`src/rtl/fpga_arduino_tx.sv`:
```
// fpga_arduino_tx
// ---------------
// Sends command words from the FPGA to the Arduino over three GPIO lines
// (serial clock, serial data, frame strobe). After each frame it waits for a
// rising edge on the Arduino's acknowledge line. Each bit is presented MSB
// first, with sdata held stable across the whole low/high sclk pair, and the
// Arduino samples on the rising edge of sclk. Every phase (start, each half
// bit, stop, each timeout step) lasts one baud tick of CLK_DIV clk cycles.
//
// Optional build macro: PARITY_EN. When defined, one even-parity bit (XOR of
// the payload) is appended after the last data bit.
//
// Parameters:
//   CLK_DIV      clk cycles per baud tick (>= 2)
//   DATA_W       payload bits per frame
//   ACK_TIMEOUT  baud ticks to wait for the acknowledge (>= 1)
//
// Ports:
//   clk          system clock
//   reset_n      synchronous active-low reset
//   tx_data      word to send, latched on acceptance
//   tx_valid     upstream has a word
//   tx_ready     high only while idle; accept = tx_valid & tx_ready
//   gpio_sclk    serial clock to the Arduino
//   gpio_sdata   serial data to the Arduino
//   gpio_frame   high for the duration of a frame
//   gpio_ack     acknowledge from the Arduino (asynchronous)
//   tx_done      one-cycle pulse when an acknowledge is received
//   err_timeout  sticky: the last frame was not acknowledged
module fpga_arduino_tx #(
  parameter int CLK_DIV     = 250,
  parameter int DATA_W      = 16,
  parameter int ACK_TIMEOUT = 64
) (
  input  logic              clk,
  input  logic              reset_n,
  input  logic [DATA_W-1:0] tx_data,
  input  logic              tx_valid,
  output logic              tx_ready,
  output logic              gpio_sclk,
  output logic              gpio_sdata,
  output logic              gpio_frame,
  input  logic              gpio_ack,
  output logic              tx_done,
  output logic              err_timeout
);

`ifdef PARITY_EN
  localparam int NBITS = DATA_W + 1;
`else
  localparam int NBITS = DATA_W;
`endif
  localparam int CW = (CLK_DIV > 1) ? $clog2(CLK_DIV) : 1;
  localparam int BW = (NBITS > 1) ? $clog2(NBITS) : 1;
  localparam int AW = (ACK_TIMEOUT > 1) ? $clog2(ACK_TIMEOUT + 1) : 1;
  localparam logic [CW-1:0] BAUD_LAST = CW'(CLK_DIV - 1);
  localparam logic [BW-1:0] BIT_LAST  = BW'(NBITS - 1);
  localparam logic [AW-1:0] ACK_LAST  = AW'(ACK_TIMEOUT - 1);

  typedef enum logic [2:0] {
    IDLE     = 3'd0,
    START    = 3'd1,
    SHIFT    = 3'd2,
    STOP     = 3'd3,
    WAIT_ACK = 3'd4
  } state_t;

  state_t           state;
  logic [CW-1:0]    baud_cnt;
  logic             baud_tick;
  logic [BW-1:0]    bit_cnt;
  logic             high_phase;
  logic [AW-1:0]    ack_cnt;
  logic [NBITS-2:0] rest;       // bits still to be sent after the one on gpio_sdata
  logic [NBITS-1:0] load_bits;
  logic             ack_meta;
  logic             ack_sync;
  logic             ack_prev;
  logic             ack_rise;
  logic             accept;

  // Payload as it goes on the wire, with the parity bit appended when enabled.
  function automatic logic [NBITS-1:0] frame_bits(input logic [DATA_W-1:0] d);
`ifdef PARITY_EN
    frame_bits = {d, ^d};
`else
    frame_bits = d;
`endif
  endfunction

  assign load_bits = frame_bits(tx_data);
  // tx_ready is high exactly in IDLE, so it doubles as the idle qualifier.
  assign accept    = tx_valid && tx_ready;
  assign baud_tick = (baud_cnt == BAUD_LAST);
  // Rising edge of the synchronized acknowledge; a level that is already high
  // produces no edge, so a stale acknowledge can never complete a frame.
  assign ack_rise  = ack_sync && !ack_prev;

  // Two-flop synchronizer for the asynchronous acknowledge plus an edge-detect flop.
  always_ff @(posedge clk) begin
    if (!reset_n) begin
      ack_meta <= 1'b0;
      ack_sync <= 1'b0;
      ack_prev <= 1'b0;
    end else begin
      ack_meta <= gpio_ack;
      ack_sync <= ack_meta;
      ack_prev <= ack_sync;
    end
  end

  // Baud divider: restarted on acceptance so every frame is phase-aligned to it.
  always_ff @(posedge clk) begin
    if (!reset_n) begin
      baud_cnt <= {CW{1'b0}};
    end else if (accept || baud_tick) begin
      baud_cnt <= {CW{1'b0}};
    end else begin
      baud_cnt <= baud_cnt + CW'(1);
    end
  end

  // Frame sequencer with registered line outputs and status flags.
  always_ff @(posedge clk) begin
    if (!reset_n) begin
      state       <= IDLE;
      tx_ready    <= 1'b1;
      gpio_sclk   <= 1'b0;
      gpio_sdata  <= 1'b0;
      gpio_frame  <= 1'b0;
      tx_done     <= 1'b0;
      err_timeout <= 1'b0;
      bit_cnt     <= {BW{1'b0}};
      high_phase  <= 1'b0;
      ack_cnt     <= {AW{1'b0}};
      rest        <= {(NBITS-1){1'b0}};
    end else begin
      tx_done <= 1'b0;
      case (state)
        IDLE: begin
          if (accept) begin
            gpio_sdata <= load_bits[NBITS-1];
            rest       <= load_bits[NBITS-2:0];
            gpio_frame <= 1'b1;
            gpio_sclk  <= 1'b0;
            tx_ready   <= 1'b0;
            bit_cnt    <= {BW{1'b0}};
            high_phase <= 1'b0;
            state      <= START;
          end
        end
        START: begin
          if (baud_tick) begin
            state <= SHIFT;
          end
        end
        SHIFT: begin
          if (baud_tick) begin
            if (!high_phase) begin
              high_phase <= 1'b1;
              gpio_sclk  <= 1'b1;
            end else begin
              high_phase <= 1'b0;
              gpio_sclk  <= 1'b0;
              rest       <= rest << 1;
              if (bit_cnt == BIT_LAST) begin
                gpio_frame <= 1'b0;
                gpio_sdata <= 1'b0;
                state      <= STOP;
              end else begin
                bit_cnt    <= bit_cnt + BW'(1);
                gpio_sdata <= rest[NBITS-2];
              end
            end
          end
        end
        STOP: begin
          if (baud_tick) begin
            ack_cnt <= {AW{1'b0}};
            state   <= WAIT_ACK;
          end
        end
        WAIT_ACK: begin
          // An acknowledge wins over a timeout landing on the same cycle.
          if (ack_rise) begin
            tx_done     <= 1'b1;
            err_timeout <= 1'b0;
            tx_ready    <= 1'b1;
            state       <= IDLE;
          end else if (baud_tick) begin
            if (ack_cnt == ACK_LAST) begin
              err_timeout <= 1'b1;
              tx_ready    <= 1'b1;
              state       <= IDLE;
            end else begin
              ack_cnt <= ack_cnt + AW'(1);
            end
          end
        end
        default: begin
          gpio_sclk  <= 1'b0;
          gpio_sdata <= 1'b0;
          gpio_frame <= 1'b0;
          tx_ready   <= 1'b1;
          state      <= IDLE;
        end
      endcase
    end
  end

endmodule

```
`config.mk`:
```
export PLATFORM = sky130hd
export DESIGN_NAME = fpga_arduino_tx
export DESIGN_NICKNAME = d
export VERILOG_FILES = /design/src/rtl/fpga_arduino_tx.sv
export SDC_FILE = /design/constraint.sdc
export NUM_CORES = 1
export LEC_CHECK = 0
export BUFFER_PORTS_ARGS = -buffer_cell sky130_fd_sc_hd__buf_4
export CORE_MARGIN = 2
export CORE_UTILIZATION = 62
export DETAILED_ROUTE_END_ITERATION = 10
export PLACE_DENSITY = 0.84
export SYNTH_ARGS = -nofsm -noshare
export SYNTH_HDL_FRONTEND = slang
export SYNTH_SLANG_ARGS = --single-unit
```
`constraint.sdc`:
```
create_clock -name clk -period 5.3 [get_ports clk]
set_input_delay 0.53 -clock clk [delete_from_list [all_inputs] [get_ports clk]]
set_output_delay 0.53 -clock clk [all_outputs]
set_load 0.03 [all_outputs]
```
==> impl_metrics.csv, run 1 <==
group,metric,value,unit
status,status,"finished clean",
sta,finalWorstPathRequiredPeriod,2.16,ns
placed_design,numPortBuffers,25,
floorplan,floorplan.die.width,64.2,um
synth,synth-compound-area-share,23.2,%
sta,timing.fmax,462,MHz
cts,numCtsBuffers,5,
floorplan,initial_utilization,65.8,%
synth,synth.yosys.warnings,0,
cts,post-cts-setup-buffers,0,
drt,drtIter0Drc,130,
cts,cts.hold.buffers_added,0,
drt,routed-via-count,1927,
floorplan,row_count,21,
sta,slew_viol_final,0,
cts,cts_max_path_buffers,2,
drt,detail_route.first_pass.iterations,4,
sta,hold_violations,0,
sta,timing.hold.ws,0.366,ns
synth,netlist_area,2250,um^2
setup_path,cp.arrival,2.44,ns
final_layout,multiInputGateArea,1220,um^2
placed_design,post-dp-hpwl,3.11,mm
sta,rsz0062_at_grt,"false",
floorplan,die_y,64.2,um
drt,routed_via_density,5.93,
min_path,hold_path.class,"input pin to flop",
job,timing.max_cap.violations,0,
cts,clk-insertion-delay-late,0.36,ns
setup_path,cp-start-kind,"flop",
synth,synth_simple_gate_area_share,25.1,%
placed_design,pre_cts_ws,3.16,ns
floorplan,core,3420,um^2
sta,fin_ws,3.14,ns
synth,synth_xor_xnor_area_share,2.34,%
drt,finalWirelength,4.45,mm
sta,max-slew-margin-rel,57.5,%
synth,synth_top_family_by_area,"simple AND/OR/NAND/NOR gates",
cts,worst_setup_hold_path_clk_slew,0.12,ns
global_routing,overflow,0,
setup_path,critical_path.endpoint_type,"flop",
synth,syn-mean-instance-area,8.74,um^2
drt,topRoutingLayerUsed,"met4",
global_routing,grt_antenna_before_repair,0,
sta,min_period_over_period,40.8,%
final_layout,design.final.nets,302,
final_layout,drive_above_1_share,20.4,%
global_routing,grt_pass1_vias,1800,
setup_path,setup.worst_path.class,"flop to flop",
sta,finalClockSkew,0.00563,ns
synth,ys_types,48,
power_and_ir_drop,cellPowerDensity,432,nW/um^2
synth,synth.mux.area_fraction,1.39,%
final_layout,count_of_antenna_diodes_in_the_layout,0,
global_routing,wire_length_of_the_first_global_routing_pass,7.67,mm
synth,synth_enable_flop_cells,0,
synth,yosys.area_share.adder,2.23,%
drt,drt_drc_violations_left,0,
drt,post_drt_wl_per_cell,13.7,um
setup_path,worst_ep_required,5.57,ns
synth,postSynthNetCount,281,
synth,post_synth_inst_count,257,
cts,htree_num_levels,2,
synth,synth_sequential_area_ratio,41.9,%
placed_design,placed_cell_area,2440,um^2
floorplan,top_level_ports,26,
synth,yosys_most_used_dff,"dfxtp_1",
synth,ys_seq_elements,47,
drt,met2WireLength,2.08,mm
power_and_ir_drop,leakage_power,0.000955,uW
drt,met3_length,205,um
cts,cts_resized,0,
drt,drt-met1-wl,2.05,mm
drt,drtAntennaViolNets,0,
sta,finalSetupTns,0,ns
sta,setup_viol,0,
synth,synth-async-reset-ratio,0,%
floorplan,dieArea,4120,um^2
final_layout,regArea,941,um^2
global_routing,track_usage,23.6,%
cts,clockRootBuffer,"clkbuf_4",
power_and_ir_drop,ir_drop,300,uV
sta,worst-slew-pin-transition,0.636,ns
placed_design,gp_routability_congestion,0.803,
setup_path,critical_path_peak_fanout,29,
global_routing,grt_start_max_net_pins,32,
final_layout,stdcell_area,2510,um^2
final_layout,num-fill-cells,290,
cts,cts_tree,"built",
final_layout,layout-area-overhead-vs-synth,11.8,%
cts,cts_sinks,47,
cell usage after synthesis, types with 6 or more instances:
cell type  count  area share [%]
dfxtp_1       47              42
nor3_1         7             1.6
nand3_1       10             2.2
a21oi_1        8             1.8
nor2_1        40             6.7
a311oi_2      14             9.4
clkbuf_1       9             1.5
o21ai_0        7             1.6
nand2_1       42             7.0
and2_1         6             1.7
layout make-up:
cell class	count	area share, %
multi-input combinational	193	48.8
sequential	47	37.5
timing repair buffer	27	8.08
clock buffer	8	2.74
tap	46	2.29
inverter	4	0.598
final timing paths:
kind	startpoint	to	slack (ns)	cells after the start
setup reg to reg	baud_cnt[0]	rest[12]	3.14	7
hold / removal	gpio_ack	ack_meta	0.37	2
setup / recovery	baud_cnt[0]	rest[12]	3.14	7
hold reg to reg	ack_meta	ack_sync	0.45	1
cells by family after synthesis:
group / count (synthesis)
buf+inv: 17
xor+xnor: 6
mux: 3
fa+ha+maj: 4
compound gates: 56
simple gates: 124
flops: 47
through the flow:
step	instances	power, uW	utilization (%)
6_report	325	1080	73.5
5_1_grt	325	1160	73.5
3_5_place_dp	317	904	71.5
4_1_cts	325	1090	73.5
3_3_place_gp	317	890	71.5
2_1_floorplan	257	837	-
worst max-delay path, cell delays in order, from the launching register on:
cell      delay [ns]
dfxtp_1         0.40
ha_1            0.16
nand3b_1        0.13
or3_1           0.41
a211oi_4        0.24
buf_4           0.36
nor2_1          0.10
a311oi_2        0.27
layout by cell type (no fill, tap or decap), types with 3 or more instances in the layout:
cell type,n
a211oi_1,3
a21oi_1,8
a311oi_2,14
and2_1,6
buf_4,27
clkbuf_4,5
dfxtp_1,47
ha_1,4
inv_1,4
nand2_1,42
nand3_1,10
nand3b_1,4
nor2_1,40
nor2b_1,4
nor3_1,7
o21ai_0,7
xnor2_1,3
xor2_1,3
power breakdown:
| group | internal, uW | leakage, uW | switching [uW] |
|---|---|---|---|
| logic | 170 | 0.000532 | 252 |
| registers | 423 | 0.000384 | 55.1 |
| clock network | 78.2 | 0.0000386 | 106 |
layer usage:
layer | global-route usage, % | up-vias
met4 | 11.2 | 0
met2 | 38.7 | 50
met3 | 6.16 | 13
met5 | 0 | -
met1 | 28.9 | 898
li1 | - | 966
registers in the layout, indices dropped and copies added (netlist names):
name,flops
high_phase,1
ack_cnt,7
bit_cnt,4
tx_done,1
baud_cnt,8
state,3
tx_ready,1
gpio_sclk,1
ack_meta,1
err_timeout,1
gpio_sdata,1
rest,15
ack_prev,1
gpio_frame,1
ack_sync,1
Note: power is estimated with default switching activity, not from simulation.
==> run 2: changes to the inputs <==
--- a/config.mk
+++ b/config.mk
@@ -5,11 +5,12 @@
 export SDC_FILE = /design/constraint.sdc
 export NUM_CORES = 1
 export LEC_CHECK = 0
+export ABC_AREA = 1
 export BUFFER_PORTS_ARGS = -buffer_cell sky130_fd_sc_hd__buf_4
 export CORE_MARGIN = 2
-export CORE_UTILIZATION = 62
+export CORE_UTILIZATION = 58
 export DETAILED_ROUTE_END_ITERATION = 10
-export PLACE_DENSITY = 0.84
+export PLACE_DENSITY = 0.79
 export SYNTH_ARGS = -nofsm -noshare
 export SYNTH_HDL_FRONTEND = slang
 export SYNTH_SLANG_ARGS = --single-unit
==> constraint.sdc (replaced) <==
create_clock -name clk -period 2.2 [get_ports clk]
set_input_delay 0.22 -clock clk [delete_from_list [all_inputs] [get_ports clk]]
set_output_delay 0.22 -clock clk [all_outputs]
set_load 0.03 [all_outputs]
==> run 2 against run 1 <==
  * Worst hold slack got worse by 0.26 ns
  * Die area rose by 10%
  * Sequential power rose by 130%
  * Synthesized cell count rose by 34%
  * Sequential share of layout area fell by 2.1 points
  * Clock skew fell by 0.0037 ns
  * Wire length rose by 3.7%
  * Worst setup slack got worse by 2.6 ns
  * Critical endpoint is now rest[13]
  * Largest power group is now combinational cells
==> impl_metrics.csv, run 2 <==
group,metric,value,unit
cts,cts_sinks,47,
synth,syn-mean-instance-area,6.79,um^2
global_routing,track_usage,22.4,%
min_path,hold_path.class,"input pin to flop",
drt,drtIter0Drc,176,
synth,ys_top_cells_by_count,"98 x nand2_1, 47 x dfxtp_1, 38 x inv_1",
floorplan,row_count,23,
cts,cts.hold.buffers_added,0,
synth,netlist_area,2340,um^2
setup_path,crit_path_top_delay_cell,"dfxtp_1",
final_layout,num-fill-cells,376,
placed_design,post-dp-hpwl,3.38,mm
synth,synth.most_common_cell,"nand2_1",
final_layout,largest_registers_ranked_by_flip_flop_count,"rest x15, baud_cnt x8, ack_cnt x7",
placed_design,numPortBuffers,25,
power_and_ir_drop,seqPwrFrac,37.0,%
drt,post_drt_wl_per_cell,11.0,um
floorplan,core,3940,um^2
sta,timing.fmax,601,MHz
sta,setup_viol,0,
synth,synth.top_cells.by_area,"dfxtp_1 40%, nand2_1 16%, a21oi_1 7.3%",
global_routing,grt_antenna_before_repair,0,
setup_path,cp-start-kind,"flop",
cts,worst_setup_hold_path_clk_slew,0.08,ns
global_routing,overflow,0,
drt,drt_drc_violations_left,0,
drt,drtAntennaViolNets,0,
cts,cts_tree,"built",
final_layout,layout-area-overhead-vs-synth,13.8,%
setup_path,crit_buf_inv,1,
final_layout,top_reg_by_flops,"rest",
global_routing,grt_start_max_net_pins,24,
drt,routed_via_density,5.16,
synth,ys_types,29,
setup_path,setup.worst_path.class,"flop to flop",
cts,cts_max_path_buffers,2,
synth,synth-async-reset-ratio,0,%
cts,numCtsBuffers,5,
synth,ys_seq_elements,47,
power_and_ir_drop,pwr-share-clk,18.6,%
power_and_ir_drop,combinationalPowerShare,44.4,%
setup_path,critical_path.endpoint_type,"flop",
synth,synth_enable_flop_cells,0,
final_layout,layout.cells.most_common,"nand2_1",
sta,max-slew-margin-rel,76.8,%
setup_path,max_stage_delay,0.38,ns
sta,min_period_over_period,75.6,%
synth,synth_top_area_cell,"dfxtp_1",
status,status,"finished clean",
setup_path,delay_heaviest_family_cp,"compound AO/OA/AOI/OAI gates",
drt,finalWirelength,4.61,mm
global_routing,wire_length_of_the_first_global_routing_pass,7.92,mm
synth,synth.yosys.warnings,0,
cts,cts_resized,0,
cts,clockRootBuffer,"clkbuf_8",
drt,routed-via-count,2173,
drt,detail_route.first_pass.iterations,5,
cts,clk-insertion-delay-late,0.29,ns
placed_design,gp_routability_congestion,0.835,
sta,finalSetupTns,0,ns
global_routing,grt_pass1_vias,1877,
floorplan,die_y,67.5,um
synth,synth_sequential_area_ratio,40.3,%
final_layout,layout_common_cells,"98 x nand2_1, 47 x dfxtp_1, 38 x inv_1",
job,timing.max_cap.violations,0,
floorplan,dieArea,4550,um^2
setup_path,timing.reg2reg.setup_slack,0.54,ns
final_layout,largest_reg_flops,15,
power_and_ir_drop,power.internal,1720,uW
sta,rsz0062_at_grt,"false",
power_and_ir_drop,switching_power,1260,uW
final_layout,regArea,941,um^2
sta,hold_violations,0,
setup_path,cp.arrival,1.89,ns
setup_path,critical_path_peak_fanout,11,
sta,worst-slew-pin-transition,0.346,ns
power_and_ir_drop,leakage_power,0.00121,uW
synth,yosys_most_used_dff,"dfxtp_1",
power_and_ir_drop,ir_drop,802,uV
cts,post-cts-setup-buffers,0,
floorplan,floorplan.die.width,67.5,um
final_layout,postLayoutCoreUtil,67.4,%
power_and_ir_drop,cellPowerDensity,1120,nW/um^2
floorplan,initial_utilization,59.3,%
setup_path,worst_ep_required,2.42,ns
sta,finalClockSkew,0.00196,ns
floorplan,top_level_ports,26,
power_and_ir_drop,swShare,42.3,%
synth,post_synth_inst_count,344,
sta,slew_viol_final,0,
final_layout,count_of_antenna_diodes_in_the_layout,0,
synth,top_cell_type_s_share_of_synthesized_area,40.3,%
sta,finalWorstPathRequiredPeriod,1.66,ns
setup_path,cp_cell_sequence,"ha_1 -> nand2_1 -> nor2_4 -> nand2_4 -> o21ai_4 -> buf_4 -> nand3_1 -> a21oi_1",
final_layout,drive_above_1_share,13.5,%
cts,htree_num_levels,2,
final_layout,design.final.nets,394,
synth,postSynthNetCount,368,
final_layout,multiInputGateArea,1190,um^2
## run 2: cell types whose count changed in the layout (fill, tap and decap cells not counted), sizes merged, moves of 6 or more
cell    before  now
nand2       42  102
inv          4   42
a21oi        8   36
nand3       10   35
a311oi      14    0
o21ai        7   14
and2         6    0
## run 2: per-layer routing
layer	vias up	GRT usage, %	part of all wire (%)
met5	-	0	0
met4	0	6.38	0.91
met3	5	4.50	3.4
met2	33	36.0	47
met1	984	30.5	49
li1	1151	-	-
## run 2: logic make-up (layout without fill, tap and decap cells)
| group | after synthesis | after routing | synth area share (%) |
|---|---|---|---|
| AO/OA/AOI/OAI | 53 | 53 | 12.7 |
| buffers and inverters | 51 | 78 | 8.94 |
| AND/OR/NAND/NOR | 185 | 185 | 34.4 |
| XOR/XNOR | 4 | 4 | 1.50 |
| adder cells (fa/ha/maj) | 4 | 4 | 2.14 |
| flip-flops | 47 | 47 | 40.3 |
## run 2: worst reg2reg max path, stage by stage, from the launching register on
cell,delay (ns)
dfxtp_1,0.38
ha_1,0.18
nand2_1,0.08
nor2_4,0.10
nand2_4,0.09
o21ai_4,0.32
buf_4,0.21
nand3_1,0.07
a21oi_1,0.16
## run 2: final timing paths
path / endpoint / startpoint / cells after the start
hold reg to reg: ack_prev / ack_sync / 2
hold / removal: ack_meta / gpio_ack / 3
setup / recovery: rest[13] / baud_cnt[0] / 8
setup reg to reg: rest[13] / baud_cnt[0] / 8
## run 2: power by group through the flow
stage,Sequential [uW],Combinational (uW),Clock (uW)
global placement,1120,1290,0
floorplan,1160,1020,0
finish,1110,1320,555
CTS,1100,1320,572
global route,1120,1520,593
detailed placement,1120,1320,0
## run 2: through the flow
stage / instances / hold slack [ns] / worst slack, ns / cell area [um^2] / power, uW
2_1_floorplan: 344 / 0.318 / 0.718 / 2340 / 2170
3_3_place_gp: 413 / 0.393 / 0.606 / 2560 / 2410
3_5_place_dp: 413 / 0.409 / 0.569 / 2560 / 2440
4_1_cts: 421 / 0.0985 / 0.547 / 2660 / 3000
5_1_grt: 421 / 0.119 / 0.368 / 2660 / 3230
6_report: 421 / 0.109 / 0.537 / 2660 / 2990
## run 2: final cells by class
class / count / area share (%)
flip-flops and latches: 47 / 35.4
repair buffers: 28 / 7.91
clock buffers: 8 / 3.77
well taps: 50 / 2.35
multi-input cells: 246 / 44.6
inverters: 42 / 5.93
==> run 3: changes to the inputs <==
--- a/config.mk
+++ b/config.mk
@@ -8,9 +8,9 @@
 export ABC_AREA = 1
 export BUFFER_PORTS_ARGS = -buffer_cell sky130_fd_sc_hd__buf_4
 export CORE_MARGIN = 2
-export CORE_UTILIZATION = 58
+export CORE_UTILIZATION = 52
 export DETAILED_ROUTE_END_ITERATION = 10
-export PLACE_DENSITY = 0.79
+export PLACE_DENSITY = 0.75
 export SYNTH_ARGS = -nofsm -noshare
 export SYNTH_HDL_FRONTEND = slang
 export SYNTH_SLANG_ARGS = --single-unit
==> constraint.sdc (replaced) <==
create_clock -name clk -period 1.4 [get_ports clk]
set_input_delay 0.14 -clock clk [delete_from_list [all_inputs] [get_ports clk]]
set_output_delay 0.14 -clock clk [all_outputs]
set_load 0.03 [all_outputs]
==> run 3 against run 2 <==
  * The run now ends with negative setup slack left
  * Highest routed layer unchanged
  * Clock-buffer cell count stayed put
  * Global-route usage grew 0.14 points
  * Sequential share of layout area fell by 5.8 points
  * Clock power increased by 60%
  * Non-clock buffer count rose by 37
  * Critical endpoint is now state[0]
  * Worst setup slack lost 0.59 ns
  * Cell count rose by 9.5%
  * Largest power group unchanged
==> impl_metrics.csv, run 3 (synthesis gave the netlist of run 2 again) <==
group,metric,value,unit
status,status,"complete, but fails checks",
status,failing_checks,"negative setup slack",
final_layout,top_reg_by_flops,"rest",
sta,finalWorstPathRequiredPeriod,1.45,ns
floorplan,floorplan.die.width,71.0,um
setup_path,cp-start-kind,"flop",
global_routing,grt_pass1_vias,2203,
placed_design,post-dp-hpwl,3.72,mm
setup_path,delay_heaviest_family_cp,"simple AND/OR/NAND/NOR gates",
sta,slew_viol_final,0,
power_and_ir_drop,seqPwrFrac,29.8,%
final_layout,layout_common_cells,"89 x nand2_1, 60 x buf_4, 41 x dfxtp_1",
setup_path,critical_path.endpoint_type,"flop",
global_routing,track_usage,22.5,%
power_and_ir_drop,pwr-share-clk,15.1,%
drt,drtIter0Drc,151,
power_and_ir_drop,leakage_power,0.00147,uW
placed_design,gp_routability_congestion,0.801,
floorplan,die_y,71.0,um
drt,drtAntennaViolNets,0,
sta,timing.fmax,690,MHz
drt,detail_route.first_pass.iterations,4,
cts,worst_setup_hold_path_clk_slew,0.08,ns
setup_path,crit_buf_inv,1,
sta,max-slew-margin-rel,81.6,%
sta,finalSetupTns,-0.549,ns
cts,cts_max_path_buffers,2,
min_path,hold_path.class,"input pin to flop",
final_layout,largest_registers_ranked_by_flip_flop_count,"rest x15, baud_cnt x8, ack_cnt x7",
power_and_ir_drop,ir_drop,1310,uV
sta,fin_ws,-0.0495,ns
power_and_ir_drop,power.internal,3410,uW
sta,finalClockSkew,0.00415,ns
drt,drt_drc_violations_left,0,
power_and_ir_drop,swShare,41.9,%
placed_design,numPortBuffers,25,
setup_path,cp.arrival,1.66,ns
global_routing,grt_antenna_before_repair,0,
floorplan,dieArea,5040,um^2
setup_path,crit_path_top_delay_cell,"dfxtp_2",
final_layout,layout-area-overhead-vs-synth,37.6,%
setup_path,critical_path_peak_fanout,6,
final_layout,layout.cells.most_common,"nand2_1",
cts,clk-insertion-delay-late,0.30,ns
final_layout,drive_above_1_share,31.5,%
global_routing,overflow,0,
floorplan,top_level_ports,26,
power_and_ir_drop,total_power,5870,uW
placed_design,placed_cell_area,2860,um^2
global_routing,wire_length_of_the_first_global_routing_pass,9.29,mm
global_routing,grt_start_max_net_pins,24,
sta,worst-slew-pin-transition,0.275,ns
sta,hold_violations,0,
drt,routed_via_density,5.20,
final_layout,design.final.nets,432,
setup_path,worst_ep_required,1.61,ns
final_layout,count_of_antenna_diodes_in_the_layout,0,
cts,numCtsBuffers,5,
placed_design,dp.cells,448,
floorplan,row_count,24,
floorplan,initial_utilization,53.6,%
sta,min_period_over_period,104,%
setup_path,cp_cell_sequence,"inv_2 -> ha_4 -> nand2_4 -> nor2_4 -> nand2_4 -> nand2_1 -> nand2_1 -> nor2_2 -> nand3_1 -> a21oi_1",
setup_path,max_stage_delay,0.33,ns
cts,cts_tree,"built",
final_layout,largest_reg_flops,15,
final_layout,num-fill-cells,330,
power_and_ir_drop,switching_power,2460,uW
cts,clockRootBuffer,"clkbuf_8",
setup_path,setup.worst_path.class,"flop to flop",
power_and_ir_drop,cellPowerDensity,1830,nW/um^2
drt,finalWirelength,5.79,mm
cts,cts_sinks,47,
drt,post_drt_wl_per_cell,12.6,um
floorplan,core,4350,um^2
cts,cts.hold.buffers_added,0,
cts,htree_num_levels,2,
drt,routed-via-count,2397,
final_layout,stdcell_area,3210,um^2
sta,setup_viol,19,
final_layout,post_layout_nonfiller_instances,461,
sta,rsz0062_at_grt,"true",
power_and_ir_drop,combinationalPowerShare,55.0,%
job,timing.max_cap.violations,0,
==> run 3: power groups by stage <==
| stage | clock network (uW) | registers, uW | logic, uW |
|---|---|---|---|
| CTS | 905 | 1730 | 2960 |
| global placement | 0 | 1740 | 2640 |
| floorplan | 0 | 1820 | 1620 |
| detailed placement | 0 | 1750 | 2680 |
| finish | 889 | 1750 | 3230 |
| global route | 954 | 1780 | 3500 |
==> run 3: worst paths after layout <==
path / start / to / slack (ns) / depth (start not counted)
worst max-delay path: baud_cnt[1] / state[0] / -0.05 / 10
worst min-delay path: gpio_ack / ack_meta / 0.02 / 3
worst max register to register: baud_cnt[1] / state[0] / -0.05 / 10
worst min register to register: ack_meta / ack_sync / 0.42 / 2
==> run 3: cell type report <==
type                            count  area [um^2]  share of cell area (%)
Timing Repair Buffer               65          558                    17.4
Clock buffer                        8          100                    3.11
Tap cell                           52         65.1                    2.02
Inverter                           42          160                    4.98
Multi-Input combinational cell    247         1380                    42.9
Sequential cell                    47          951                    29.6
==> run 3: what timing repair did <==
item,in CTS,in global routing
hold endpoints to repair,0,0
resized for setup,14,40
pin swaps,17,11
setup endpoints to repair,31,36
cloned,2,0
buffers inserted,2,2
==> run 3: worst min-delay path: cells and delay by family <==
| family | cells | cell delay (ns) |
|---|---|---|
| simple gates | 1 | 0.04 |
| buf+inv | 2 | 0.12 |
==> run 3: metrics by stage <==
step	worst slack [ns]	utilization [%]	hold WS [ns]
finish	-0.0495	73.8	0.0243
global route	-0.139	73.8	0.0279
CTS	-0.0283	70.4	0.0238
detailed placement	-0.0543	65.7	0.329
global placement	-0.0175	65.7	0.322
floorplan	-0.0376	-	0.238
==> run 3: layer usage <==
layer / part of all wire, % / track usage (%)
met1: 44 / 29.2
met2: 50 / 38.4
met4: 1.4 / 6.92
met5: 0 / 0
met3: 4.0 / 3.85
